### config.mk
export PLATFORM = sky130hd
export DESIGN_NAME = crack_ctrl
export DESIGN_NICKNAME = d
export VERILOG_FILES = /design/src/rtl/arc4_pkg.sv /design/src/rtl/pt_checker.sv /design/src/rtl/crack_ctrl.sv
export SDC_FILE = /design/constraint.sdc
export NUM_CORES = 1
export LEC_CHECK = 0
export CELL_PAD_IN_SITES_DETAIL_PLACEMENT = 0
export CELL_PAD_IN_SITES_GLOBAL_PLACEMENT = 1
export CORE_MARGIN = 10
export CORE_UTILIZATION = 34
export DETAILED_ROUTE_END_ITERATION = 12
export PLACE_DENSITY_LB_ADDON = 0.1
export SYNTH_ARGS = -nofsm -noshare
export SYNTH_HDL_FRONTEND = slang
export SYNTH_HIERARCHICAL = 1
export SYNTH_SLANG_ARGS = --single-unit
### constraint.sdc
create_clock -name clk -period 2.1 [get_ports clk]
set_input_delay 0.315 -clock clk [delete_from_list [all_inputs] [get_ports clk]]
set_output_delay 0.315 -clock clk [all_outputs]
set_load 0.005 [all_outputs]
### src/rtl/arc4_pkg.sv
// Shared types and constants for the ARC4 key-search sequencer.
package arc4_pkg;

  typedef enum logic [2:0] {
    IDLE,
    LAUNCH,
    BUSY,
    RUN,
    EVAL
  } crack_state_t;

  localparam logic [7:0] ASCII_MIN = 8'h20;
  localparam logic [7:0] ASCII_MAX = 8'h7E;

  function automatic logic is_printable(input logic [7:0] b);
    return (b >= ASCII_MIN) && (b <= ASCII_MAX);
  endfunction

endpackage

### src/rtl/pt_checker.sv
// Plaintext snooper: captures the message length written at address 0 and
// raises a sticky flag when any byte inside the message is not printable.
// Bytes beyond the recorded length are padding and do not count.
import arc4_pkg::*;

module pt_checker (
  input  logic       clk,
  input  logic       rst,
  input  logic       clear,
  input  logic       snoop_en,
  input  logic [7:0] pt_addr,
  input  logic [7:0] pt_wrdata,
  input  logic       pt_wren,
  output logic       bad,
  output logic [7:0] msg_len
);

  // Length capture and sticky bad flag, cleared at the start of each candidate.
  always_ff @(posedge clk or posedge rst) begin
    if (rst) begin
      bad     <= 1'b0;
      msg_len <= 8'd0;
    end else if (clear) begin
      bad     <= 1'b0;
      msg_len <= 8'd0;
    end else if (snoop_en && pt_wren) begin
      if (pt_addr == 8'd0) begin
        msg_len <= pt_wrdata;
      end else if ((pt_addr <= msg_len) && !is_printable(pt_wrdata)) begin
        bad <= 1'b1;
      end
    end
  end

endmodule

### src/rtl/crack_ctrl.sv
// Key-search sequencer: steps through candidate keys, launches one arc4
// decrypt per key and stops on the first key whose plaintext is printable.
//
// state  | meaning
// IDLE   | ready for en; done/key_valid/key hold the last result
// LAUNCH | waiting for arc4_rdy, then pulse arc4_en
// BUSY   | waiting for the engine to drop rdy (start accepted)
// RUN    | engine decrypting; plaintext writes are snooped
// EVAL   | decide: found, exhausted, or advance to the next key
import arc4_pkg::*;

module crack_ctrl #(
  parameter int                   KEY_WIDTH = 24,
  parameter logic [KEY_WIDTH-1:0] KEY_START = '0,
  parameter int unsigned          KEY_STEP  = 1
) (
  input  logic                 clk,
  input  logic                 rst,
  input  logic                 en,
  output logic                 rdy,
  output logic [KEY_WIDTH-1:0] key,
  output logic                 key_valid,
  output logic                 done,
  output logic                 arc4_en,
  input  logic                 arc4_rdy,
  input  logic [7:0]           pt_addr,
  input  logic [7:0]           pt_wrdata,
  input  logic                 pt_wren
);

  // One extra bit so a step past the top of the key space shows up as carry.
  localparam logic [KEY_WIDTH:0] STEP_EXT = (KEY_WIDTH+1)'(KEY_STEP);

  crack_state_t     state, state_next;
  logic [KEY_WIDTH:0] key_next;
  logic             bad;
  logic [7:0]       msg_len;
  logic             chk_clear;
  logic             snoop_en;
  logic             start;
  logic             found;
  logic             exhausted;
  logic             advance;

  assign key_next = {1'b0, key} + STEP_EXT;
  assign rdy      = (state == IDLE);
  assign snoop_en = (state == BUSY) || (state == RUN);

  pt_checker u_pt_checker (
    .clk       (clk),
    .rst       (rst),
    .clear     (chk_clear),
    .snoop_en  (snoop_en),
    .pt_addr   (pt_addr),
    .pt_wrdata (pt_wrdata),
    .pt_wren   (pt_wren),
    .bad       (bad),
    .msg_len   (msg_len)
  );

  // State register.
  always_ff @(posedge clk or posedge rst) begin
    if (rst) state <= IDLE;
    else     state <= state_next;
  end

  // Next-state and control decode.
  always_comb begin
    state_next = state;
    arc4_en    = 1'b0;
    chk_clear  = 1'b0;
    start      = 1'b0;
    found      = 1'b0;
    exhausted  = 1'b0;
    advance    = 1'b0;
    case (state)
      IDLE: begin
        if (en) begin
          start      = 1'b1;
          chk_clear  = 1'b1;
          state_next = LAUNCH;
        end
      end
      LAUNCH: begin
        if (arc4_rdy) begin
          arc4_en    = 1'b1;
          chk_clear  = 1'b1;
          state_next = BUSY;
        end
      end
      BUSY: begin
        if (!arc4_rdy) state_next = RUN;
      end
      RUN: begin
        if (arc4_rdy) state_next = EVAL;
      end
      EVAL: begin
        if (!bad) begin
          found      = 1'b1;
          state_next = IDLE;
        end else if (key_next[KEY_WIDTH]) begin
          exhausted  = 1'b1;
          state_next = IDLE;
        end else begin
          advance    = 1'b1;
          state_next = LAUNCH;
        end
      end
      default: state_next = IDLE;
    endcase
  end

  // Candidate key and result flags; results hold until the next accepted start.
  always_ff @(posedge clk or posedge rst) begin
    if (rst) begin
      key       <= KEY_START;
      key_valid <= 1'b0;
      done      <= 1'b0;
    end else if (start) begin
      key       <= KEY_START;
      key_valid <= 1'b0;
      done      <= 1'b0;
    end else if (found) begin
      key_valid <= 1'b1;
      done      <= 1'b1;
    end else if (exhausted) begin
      key_valid <= 1'b0;
      done      <= 1'b1;
    end else if (advance) begin
      key <= key_next[KEY_WIDTH-1:0];
    end
  end

endmodule

# Word-level counts from Yosys, hierarchy flattened
# Index checks and enable logic that the tools add are counted.
# word_totals
in_bits	21
register_bits	38
out_inout_bits	28
elab_cells	74
# op_classes
n_reduce_logical	16
add_sub_neg	1
n_lt_le_gt_ge	3
n_mux	37
eq_ne	11
# op_table
cell	n
24-bit two-way mux	4
24-bit by 1-bit adder with 25-bit output (second input constant)	1
1-bit two-way mux	24
8-bit two-way mux	3
3-bit one-hot mux with 5 select lines	1
2-bit inequality test (second input constant)	7
3-bit two-way mux	4
8-bit by 6-bit >= comparator with 1-bit output (second input constant)	1
8-bit by 7-bit <= comparator with 1-bit output (second input constant)	1
8-bit <= comparator	1
8-bit zero test	1
2-bit nonzero test	4
3-bit by 2-bit equality test with 1-bit output (second input constant)	2
3-bit AND reduction	2
4-bit AND reduction	1
3-bit by 1-bit equality test with 1-bit output (second input constant)	1
3-bit equality test (second input constant)	1
1-bit logical AND	3
3-bit zero test	1
3-bit nonzero test	1
1-bit one-hot mux with 2 select lines	1
2-bit AND reduction	1
1-bit zero test	1
1-bit logical OR	1

# Depth between registers and ports, before layout
# Gate-level depths: netlist of run 1.
# logic_depth
word_depth	8
ltp_mapped	7
depth_no_buf	6

# Hierarchy
# The synthesis of run 1 kept the hierarchy.
# modules_own_cells
mod	seq_area_each_um2	cells_each	area_per_inst_um2	n_inst
crack_ctrl	725.7	169	1529.0	1
pt_checker	225.2	60	626.9	1

# Worst setup path after synthesis of run 1
# No wires, ideal clock.
# synth_timing
path_type	register to register
start	register key[3]
end	register key[22]
t_arrival_ns	2.010
path_slack_ns	0.012
required_ns	2.022
synth_period_minus_slack_ns	2.088
setup_time_ns	0.078
n_path_buf	1
path_stages_with_launch	7
path_cell_list	dfrtp_1 > nand4_2 > or2_1 > or4_1 > buf_2 > or4_1 > a21oi_1
# synth_between
elab_chain_len	6
# synth_rtl
element	line	source
from (decl)	crack_ctrl.sv:21	output logic [KEY_WIDTH-1:0] key,
from (signal assigned)	crack_ctrl.sv:130	key <= key_next[KEY_WIDTH-1:0];
24-bit by 1-bit adder with 25-bit output (*)	crack_ctrl.sv:45	assign key_next = {1'b0, key} + STEP_EXT;
1-bit two-way mux	crack_ctrl.sv:101	end else if (key_next[KEY_WIDTH]) begin
1-bit two-way mux	crack_ctrl.sv:98	if (!bad) begin
1-bit two-way mux	crack_ctrl.sv:76	case (state)
2-bit inequality test (no source line) / 2-bit nonzero test (equally long branches)	-	
3-bit AND reduction (no source line)	-	
# Mark *: on every way between the ends. The rest lies on a longest branch, timed or not. The select of a mux whose other input is x is not followed.
# A chain may end at the register's enable or synchronous reset.

# Worst setup path after layout of run 1
# layout_timing
start	register key[8]
end	register key[20]
# Same word-level chain as after synthesis.

==> results of run 1 <==
kinds of logic (layout without fill, tap and decap cells):
logic type / count (synthesis) / after routing / synth area share [%]
xor gates and xnor gates: 7 / 7 / 2.84
and+or+nand+nor: 96 / 96 / 25.7
DFF: 38 / 38 / 44.1
buffers and inverters: 21 / 101 / 3.71
adders and majority gates: 9 / 9 / 5.22
muxes: 3 / 3 / 1.39
AOI/OAI and AO/OA: 55 / 55 / 17.0
what timing repair did:
action                                  CTS  global route
endpoints found under the hold margin     0             0
endpoints found under the setup margin    1             4
resized for setup                         1             3
registers in the layout, indices dropped and copies added, names as in the netlist:
signal,cells
state,3
key_valid,1
done,1
u_pt_checker/msg_len,8
u_pt_checker/bad,1
key,24
stage by stage:
stage	instances	hold WS [ps]	setup slack (ps)	utilization, %	cell area, um^2
final	384	310	91.8	50.4	3040
after global routing	384	335	-1.14	50.4	3040
after CTS	384	318	55.4	50.2	3020
after detailed placement	377	473	11.1	48.8	2940
after global placement	377	465	75.8	48.8	2940
after floorplan	229	143	12.3	-	2160
layer usage:
metal  vias to the layer above  routed length, um  global-route usage (%)  share of wire [%]
li1                       1008                  -                       -                  -
met1                       934               2780                    15.4                 49
met2                        42               2530                    17.0                 44
met3                         2                351                    4.78                6.2
met4                         0                 28                    2.98               0.49
met5                         -                  0                       0                  0
worst paths after layout:
kind	to	depth (start not counted)	slack [ps]
worst min-delay path	u_pt_checker/msg_len[2]$_DFFE_PP0P_	2	310
max in group asynchronous	key[21]$_DFFE_PP0P_	3	1390
worst max register to register	key[20]$_DFFE_PP0P_	5	90
worst min register to register	done$_DFFE_PP0P_	1	490
min in group clk	done$_DFFE_PP0P_	1	490
worst max-delay path	key[20]$_DFFE_PP0P_	5	90
area by class of cell:
cell class | count | share of cell area [%]
clock buffer | 7 | 2.51
sequential | 38 | 31.3
tap | 75 | 3.09
timing repair buffer | 80 | 23.7
inverter | 14 | 1.73
multi-input combinational | 170 | 37.6
worst register-to-register path, stage by stage, from the launching register on:
cell	delay, ps
dfrtp_1	380
nand3_1	110
or2_1	270
or4_4	600
or4_1	410
a21oi_1	160
where the power goes:
group / leakage (nW) / internal [mW] / switching (mW)
logic: 0.743 / 0.249 / 0.297
clock network: 0.0383 / 0.229 / 0.243
registers: 0.525 / 0.786 / 0.0361
cell usage after synthesis (2+ instances only):
library cell / count
nor4_4: 2
or3_1: 9
nor2b_1: 3
nor2_1: 16
xor2_1: 3
nor3_1: 4
a31o_2: 2
o211ai_1: 4
xnor2_1: 4
a21o_1: 2
a311oi_1: 2
o21ai_0: 11
nand2_1: 22
nand4_1: 9
a21oi_1: 16
and3_1: 5
inv_1: 14
or4_1: 4
o31ai_1: 3
clkbuf_1: 5
mux2i_1: 3
nand2b_1: 2
a22o_1: 8
nand3_1: 10
ha_1: 9
dfrtp_1: 38
a31oi_1: 2
==> impl_metrics.toml, run 1 <==
[status]
status = "completed"

[cells_and_area]
multi_input_area_um2 = 1140
seqCellArea_um2 = 951
antenna_cells = 0
final_nets = 339
mostFrequentLayoutCells = "clkdlybuf4s50_1 (48), dfrtp_1 (38), buf_4 (32)"
final_common_cell = "clkdlybuf4s50_1"
n_fill_cell = 603
syn_to_final_growth_pct = 40.9
layout-drive-gt1-share_pct = 16.8

[clocking]
cts_setup_buffers = 0
clockBufferDepth = 2
clock_latency_ps = 290
hold_buffers = 0
cts.clk_slew.worst_paths_ps = 70
cts.sinks = 38
cts_tree = "done"
cts_root_buf = "clkbuf_8"
htreeDepth = 2
cts_buffers = 5

[timing]
hold_viol_final = 0
relSlewSlack_pct = 70.8
timing.setup.tns_ps = 0
tightest_slew_ps = 438
period_needed_ps = 2010
timing.fmax_ghz = 0.498
min_period_over_period_pct = 95.6
finalSetupViolCount = 0
rsz0062_at_grt = "true"
clock-skew-final_ps = 8.11
drv_slew = 0

[routing]
drt_iter0_markers = 38
vias = 1986
drc_errors = 0
wire_per_inst_um = 14.8
drtPass1Iterations = 4
ant_nets = 0
drt-total-wl_um = 5690
viasPerCell = 5.17

[floorplanning]
ios = 49
placementRows = 28
start_util_pct = 35.8
fp.coreArea_um2 = 6030
die-area_um2 = 9930
die_y_um = 99.6
chipWidth_um = 99.6

[power_and_ir_drop]
finalPower_mw = 1.84
irDropWorstVdd_uv = 460
power_density_nw_per_um2 = 606
p_leak_nw = 1.31

[grt]
grt_max_degree = 30
overflow = 0
grt_pass1_vias = 1974
grt_pass1_wl_um = 9410
grt_util_all_layers_pct = 11.6
antenna_found_initial = 0

[setup_path]
path_buf_inv = 0
end_kind = "flip-flop"
timing.rr.start = "key[8]$_DFFE_PP0P_"
crit_path_start_kind = "flip-flop"
critical_path_class = "reg -> reg"
cpMaxStageDelayCell = "or4_4"
critPathRequiredTime_ps = 2310
path_max_fanout = 7
cp_top_family = "simple AND/OR/NAND/NOR gates"
cp.arrival_ps = 2220
slowest_delay_ps = 600
path_cells = "nand3_1 -> or2_1 -> or4_4 -> or4_1 -> a21oi_1"
startpoint = "key[8]$_DFFE_PP0P_"

[logic_synthesis]
seq_area_frac_synth_pct = 44.1
synth-main-ff-cell = "dfrtp_1"
syn_nets = 259
synth_edf_count = 0
synth_cells = 229
synth_top_area_share_pct = 44.1
ys_types = 44
syn_area_um2 = 2160
synthTopCellsByArea = "dfrtp_1 (44%), ha_1 (5.2%), nand2_1 (3.8%)"
synthArstFlopShare_pct = 100
syn_avg_cell_area_um2 = 9.41
ys_ff_latch = 38
ys_warn_count = 6
synth_top_cell_by_area = "dfrtp_1"

[job]
drv_cap = 0

[placement]
place_hpwl_um = 4470
gp_congestion = 0.798
portBuffers = 48

[worst_hold_path]
hold_class = "in -> async"
Power figures use the tool's default switching activity.
==> run 2, diff against run 1 <==
- PLACE_DENSITY_LB_ADDON: 0.1 -> 0.2
==> run 2 against run 1 <==
Effect of this change:
- fmax is 1.7% higher
- non-clock buffer count is 1 lower
- critical path depth stayed put
- register-to-register slack better by 30 ps
- cell count is 0.52% lower
- final area hardly changed
- total power is 1.0% higher
- combinational power is 2% lower
- sequential power hardly changed
- largest power group unchanged
- highest routed layer unchanged
==> impl_metrics.toml, run 2 (synthesis results as in run 1) <==
[setup_path]
endpoint = "key[20]$_DFFE_PP0P_"
r2r_cells = 5
cp.arrival_ps = 2190
slowest_delay_ps = 450
critPathRequiredTime_ps = 2320
crit_cells = 5
path_cells = "and4bb_2 -> nand2_1 -> or4_4 -> or4_1 -> a21oi_1"
timing.rr.start = "state[0]$_DFFE_PP0P_"
timing.rr.end = "key[20]$_DFFE_PP0P_"
critical_path_class = "reg -> reg"
crit_path_start_kind = "flip-flop"
r2r_slack_ps = 130
cp_top_family = "simple AND/OR/NAND/NOR gates"
end_kind = "flip-flop"
path_buf_inv = 0
path_max_fanout = 6
startpoint = "state[0]$_DFFE_PP0P_"
cpMaxStageDelayCell = "or4_4"

[timing]
drv_slew = 0
relSlewSlack_pct = 65.6
timing.setup.tns_ps = 0
period_needed_ps = 1970
min_period_over_period_pct = 94.0
timing.fmax_ghz = 0.506
rsz0062_at_grt = "false"
clock-skew-final_ps = 6.51
finalSetupViolCount = 0
tightest_slew_ps = 513
hold_viol_final = 0

[clocking]
hold_buffers = 0
cts_tree = "done"
cts.sinks = 38
htreeDepth = 2
clockBufferDepth = 2
cts_buffers = 5
cts_root_buf = "clkbuf_8"
cts.clk_slew.worst_paths_ps = 70
clock_latency_ps = 290

[status]
status = "completed"

[floorplanning]
ios = 49
placementRows = 28
start_util_pct = 35.8
fp.coreArea_um2 = 6030
die_y_um = 99.6
chipWidth_um = 99.6
die-area_um2 = 9930

[grt]
grt_pass1_wl_um = 9410
overflow = 0
grt_pass1_vias = 1966
grt_max_degree = 30
grt_util_all_layers_pct = 11.5
antenna_found_initial = 0

[placement]
portBuffers = 48
place_area_um2 = 2930
place_hpwl_um = 4400
gp_congestion = 0.769

[routing]
drtPass1Iterations = 4
drt_iter0_markers = 66
ant_nets = 0
drt-total-wl_um = 5520
wire_per_inst_um = 14.5
drc_errors = 0
viasPerCell = 5.16
vias = 1970

[cells_and_area]
mostFrequentLayoutCells = "clkdlybuf4s50_1 (48), dfrtp_1 (38), buf_4 (31)"
layout-drive-gt1-share_pct = 16.6
syn_to_final_growth_pct = 40.9
postLayoutCellArea_um2 = 3040
antenna_cells = 0
final_nets = 338
n_fill_cell = 597
final_common_cell = "clkdlybuf4s50_1"
largest_register_ffs = 24
fin_util_pct = 50.4
regMostFlops = "key"
reg_top3 = "key x24, u_pt_checker/msg_len x8, state x3"

[power_and_ir_drop]
p_leak_nw = 1.32
power_density_nw_per_um2 = 612
irDropWorstVdd_uv = 547

[worst_hold_path]
hold_class = "in -> async"

[job]
drv_cap = 0
-- run 2: cell types whose count changed in the layout (fill, tap and decap cells not counted), sizes merged --
cell,before,now
buf,32,31
clkbuf,7,6
-- run 2: layout make-up --
type / count / area, um^2 / area share (%)
clock buffer: 6 / 82.6 / 2.72
inverter: 14 / 52.6 / 1.73
multi-input combinational: 170 / 1140 / 37.7
sequential: 38 / 951 / 31.3
tap: 75 / 93.8 / 3.09
timing repair buffer: 79 / 713 / 23.5
-- run 2: worst min-delay path by stage --
stage	to	slack, ps	depth (start not counted)	startpoint
final	u_pt_checker/msg_len[7]$_DFFE_PP0P_	310	2	rst
after global routing	u_pt_checker/bad$_DFFE_PP0P_	340	2	rst
after CTS	u_pt_checker/msg_len[7]$_DFFE_PP0P_	310	2	rst
after detailed placement	done$_DFFE_PP0P_	470	1	done$_DFFE_PP0P_
after global placement	done$_DFFE_PP0P_	470	1	done$_DFFE_PP0P_
after floorplan	u_pt_checker/bad$_DFFE_PP0P_	140	1	rst
-- run 2: what timing repair did --
action / 4_1_cts / 5_1_grt
endpoints found under the setup margin: 0 / 8
setup buffers: 0 / 1
gates resized for setup: 0 / 4
-- run 2: metrics by stage --
step	setup WS, ps	power, mW	hold slack [ps]	instances
floorplan	12.3	1.10	143	229
global placement	112	1.37	469	375
detailed placement	67.2	1.37	470	375
CTS	46.2	1.88	314	381
global route	5.41	1.98	336	382
finish	125	1.86	307	382
-- run 2: metal layers --
layer  global-route usage, %  vias to the layer above  part of all wire (%)
met3                    3.94                        7                   5.4
met5                       0                        -                     0
met1                    14.7                      929                    47
met4                    3.97                        0                   1.2
li1                        -                     1000                     -
met2                    17.8                       34                    46
-- run 2: report_power, final --
part / leakage (nW) / switching (mW) / total (mW) / internal [mW]
clock network: 0.0431 / 0.253 / 0.506 / 0.253
registers: 0.525 / 0.0337 / 0.819 / 0.786
logic: 0.751 / 0.286 / 0.534 / 0.248
total: 1.32 / 0.572 / 1.86 / 1.29
==> run 3, diff against run 2 <==
- SLEW_MARGIN: default -> 5
==> results of run 3 <==
Final layout, timing and power as in run 2 (identical DEF).
==> edit: new RTL, settings of run 2 <==
`KEY_WIDTH`: 24 -> 36.
--- a/src/rtl/crack_ctrl.sv
+++ b/src/rtl/crack_ctrl.sv
@@ -10,7 +10,7 @@
 import arc4_pkg::*;
 
 module crack_ctrl #(
-  parameter int                   KEY_WIDTH = 24,
+  parameter int                   KEY_WIDTH = 36,
   parameter logic [KEY_WIDTH-1:0] KEY_START = '0,
   parameter int unsigned          KEY_STEP  = 1
 ) (
Interface: changed (resized key); port bits go from 49 to 61. No check against the original RTL was run, so the function may have changed too.
==> edit against run 2 <==
- global-route usage up 1.9 points
- count of clock-buffer cells in the layout unchanged
- largest power group unchanged
- final area up 36%
- sequential power up 32%
- power up 26%
- critical endpoint is now key[24]
- synthesized area up 38%
- sequential cell count up 12
- worst setup slack worse by 0.030 ns
- routed wire length up 60%
==> edit: results (changes against run 2) <==
stage,metric,value,unit,change
place,total instance count after detailed placement,515,,was 375
detailed_routing,routed metal-1 wirelength,4068,um,was 2598 um
grt,largest net degree at the start of global routing,42,,was 30
detailed_routing,number of DRC markers after the initial detailed-route iteration,94,,was 66
detailed_routing,total wire length,8810,um,was 5523 um
grt,via count of the first global-routing pass,2858,,was 1966
power_and_ir_drop,Leakage Power,0.001704,uW,was 0.001319 uW
critical_path,biggest cell delay along the critical path,0.57,ns,was 0.45 ns
detailed_routing,DR WL/cell,16.78,um,was 14.46 um
power_and_ir_drop,Worst IR Drop VDD,0.0003888,V,was 0.0005475 V
critical_path,worst-path maximum fanout,7,,was 6
final_layout,largest registers in the final layout,"key: 36 flops, u_pt_checker/msg_len: 8 flops, state: 3 flops",,"was key: 24 flops, u_pt_checker/msg_len: 8 flops, state: 3 flops"
yosys,"Net Count, Synth",350,,was 259
yosys,distinct cell type count of the synthesized netlist,46,,was 44
timing,setup skew after layout,0.01154,ns,was 0.006512 ns
detailed_routing,metal3 WL,403,um,was 301 um
final_layout,ratio of cells with drive above 1 in the final layout,0.1679,,was 0.1661
grt,GR Util met1,0.1704,,was 0.1467
grt,GRT Util Overall,0.1341,,was 0.1155
yosys,number of instances in the synthesized netlist,320,,was 229
place,IO Port Bufs,60,,was 48
clock_network,clock slew seen by the registers of the worst setup and hold paths,0.10,ns,was 0.07 ns
grt,wire length of the first global-routing pass,14460,um,was 9411 um
timing,Slew HR,0.6328,,was 0.6563
clock_network,latest clock arrival within the worst-skew pair,0.31,ns,was 0.29 ns
final_layout,NumNets Final,446,,was 338
yosys,most used standard cells in the synthesized netlist,"50 x sky130_fd_sc_hd__dfrtp_1, 30 x sky130_fd_sc_hd__nand2_1, 21 x sky130_fd_sc_hd__nand3_1, 20 x sky130_fd_sc_hd__a21oi_1, 15 x sky130_fd_sc_hd__nand4_1",,"was 38 x sky130_fd_sc_hd__dfrtp_1, 22 x sky130_fd_sc_hd__nand2_1, 16 x sky130_fd_sc_hd__a21oi_1, 16 x sky130_fd_sc_hd__nor2_1, 14 x sky130_fd_sc_hd__inv_1"
yosys,cell types occupying the most area after synthesis,"sky130_fd_sc_hd__dfrtp_1 42%, sky130_fd_sc_hd__ha_1 3.8%, sky130_fd_sc_hd__nand2_1 3.8%, sky130_fd_sc_hd__nand3_1 3.5%, sky130_fd_sc_hd__a21oi_1 3.4%",,"was sky130_fd_sc_hd__dfrtp_1 44%, sky130_fd_sc_hd__ha_1 5.2%, sky130_fd_sc_hd__nand2_1 3.8%, sky130_fd_sc_hd__a21oi_1 3.7%, sky130_fd_sc_hd__a22o_1 3.3%"
place,global placer's final weighted congestion,0.7949,,was 0.7687
detailed_routing,post-DR vias/cell,5.448,,was 5.157
place,hpwl dp,6553,um,was 4397 um
grt,GRT met3 Usage,0.03307,,was 0.03945
run_status,outcome,finished clean,,unchanged
==> edit: where the power goes <==
part           internal (uW)  switching, uW
sequential              1030           50.7
clock                    266            351
combinational            296            349
==> edit: logic make-up after synthesis <==
family	count (synthesis)	synth area share
simple gates	142	0.2864
compound gates	82	0.1912
flops	50	0.4212
buf+inv	30	0.04002
fa+ha+maj	9	0.03791
mux	6	0.02022
xor+xnor	1	0.002949
==> edit: cell type report <==
type                            count  area (um2)
Fill cell                         845        4453
Sequential cell                    50        1251
Inverter                           14       52.55
Tap cell                          108       135.1
Multi-Input combinational cell    240        1653
Clock inverter                      2       12.51
Clock buffer                        6       82.58
Timing Repair Buffer              105       953.4
==> edit: path summary, 6_finish.rpt <==
| check | start | to | slack, ns |
|---|---|---|---|
| max | key[19] | key[24] | 0.09 |
| min | rst | u_pt_checker/msg_len[1] | 0.28 |
| max reg2reg | key[19] | key[24] | 0.09 |
| min reg2reg | key[16] | key[16] | 0.50 |
| max in group asynchronous | rst | key[10] | 1.25 |
| min in group clk | key[16] | key[16] | 0.50 |
==> edit: through the flow <==
| step | total power [uW] | cell area, um2 | TNS (ns) | utilization | setup slack [ns] |
|---|---|---|---|---|---|
| 6_report | 2338 | 4140 | 0 | 0.4818 | 0.09467 |
| 4_1_cts | 2363 | 4093 | 0 | 0.4763 | 0.005780 |
| 5_1_grt | 2480 | 4140 | 0 | 0.4818 | 0.007483 |
| 3_5_place_dp | 1744 | 3998 | 0 | 0.4652 | 0.04247 |
| 2_1_floorplan | 1432 | 2993 | -0.02206 | - | -0.02206 |
| 3_3_place_gp | 1740 | 3998 | 0 | 0.4652 | 0.09343 |
==> edit: what timing repair did <==
item                       in CTS  in global routing
setup endpoints to repair       0                 10
buffers inserted                0                  2
gates resized for setup         0                 10
hold buffers                    0                  0
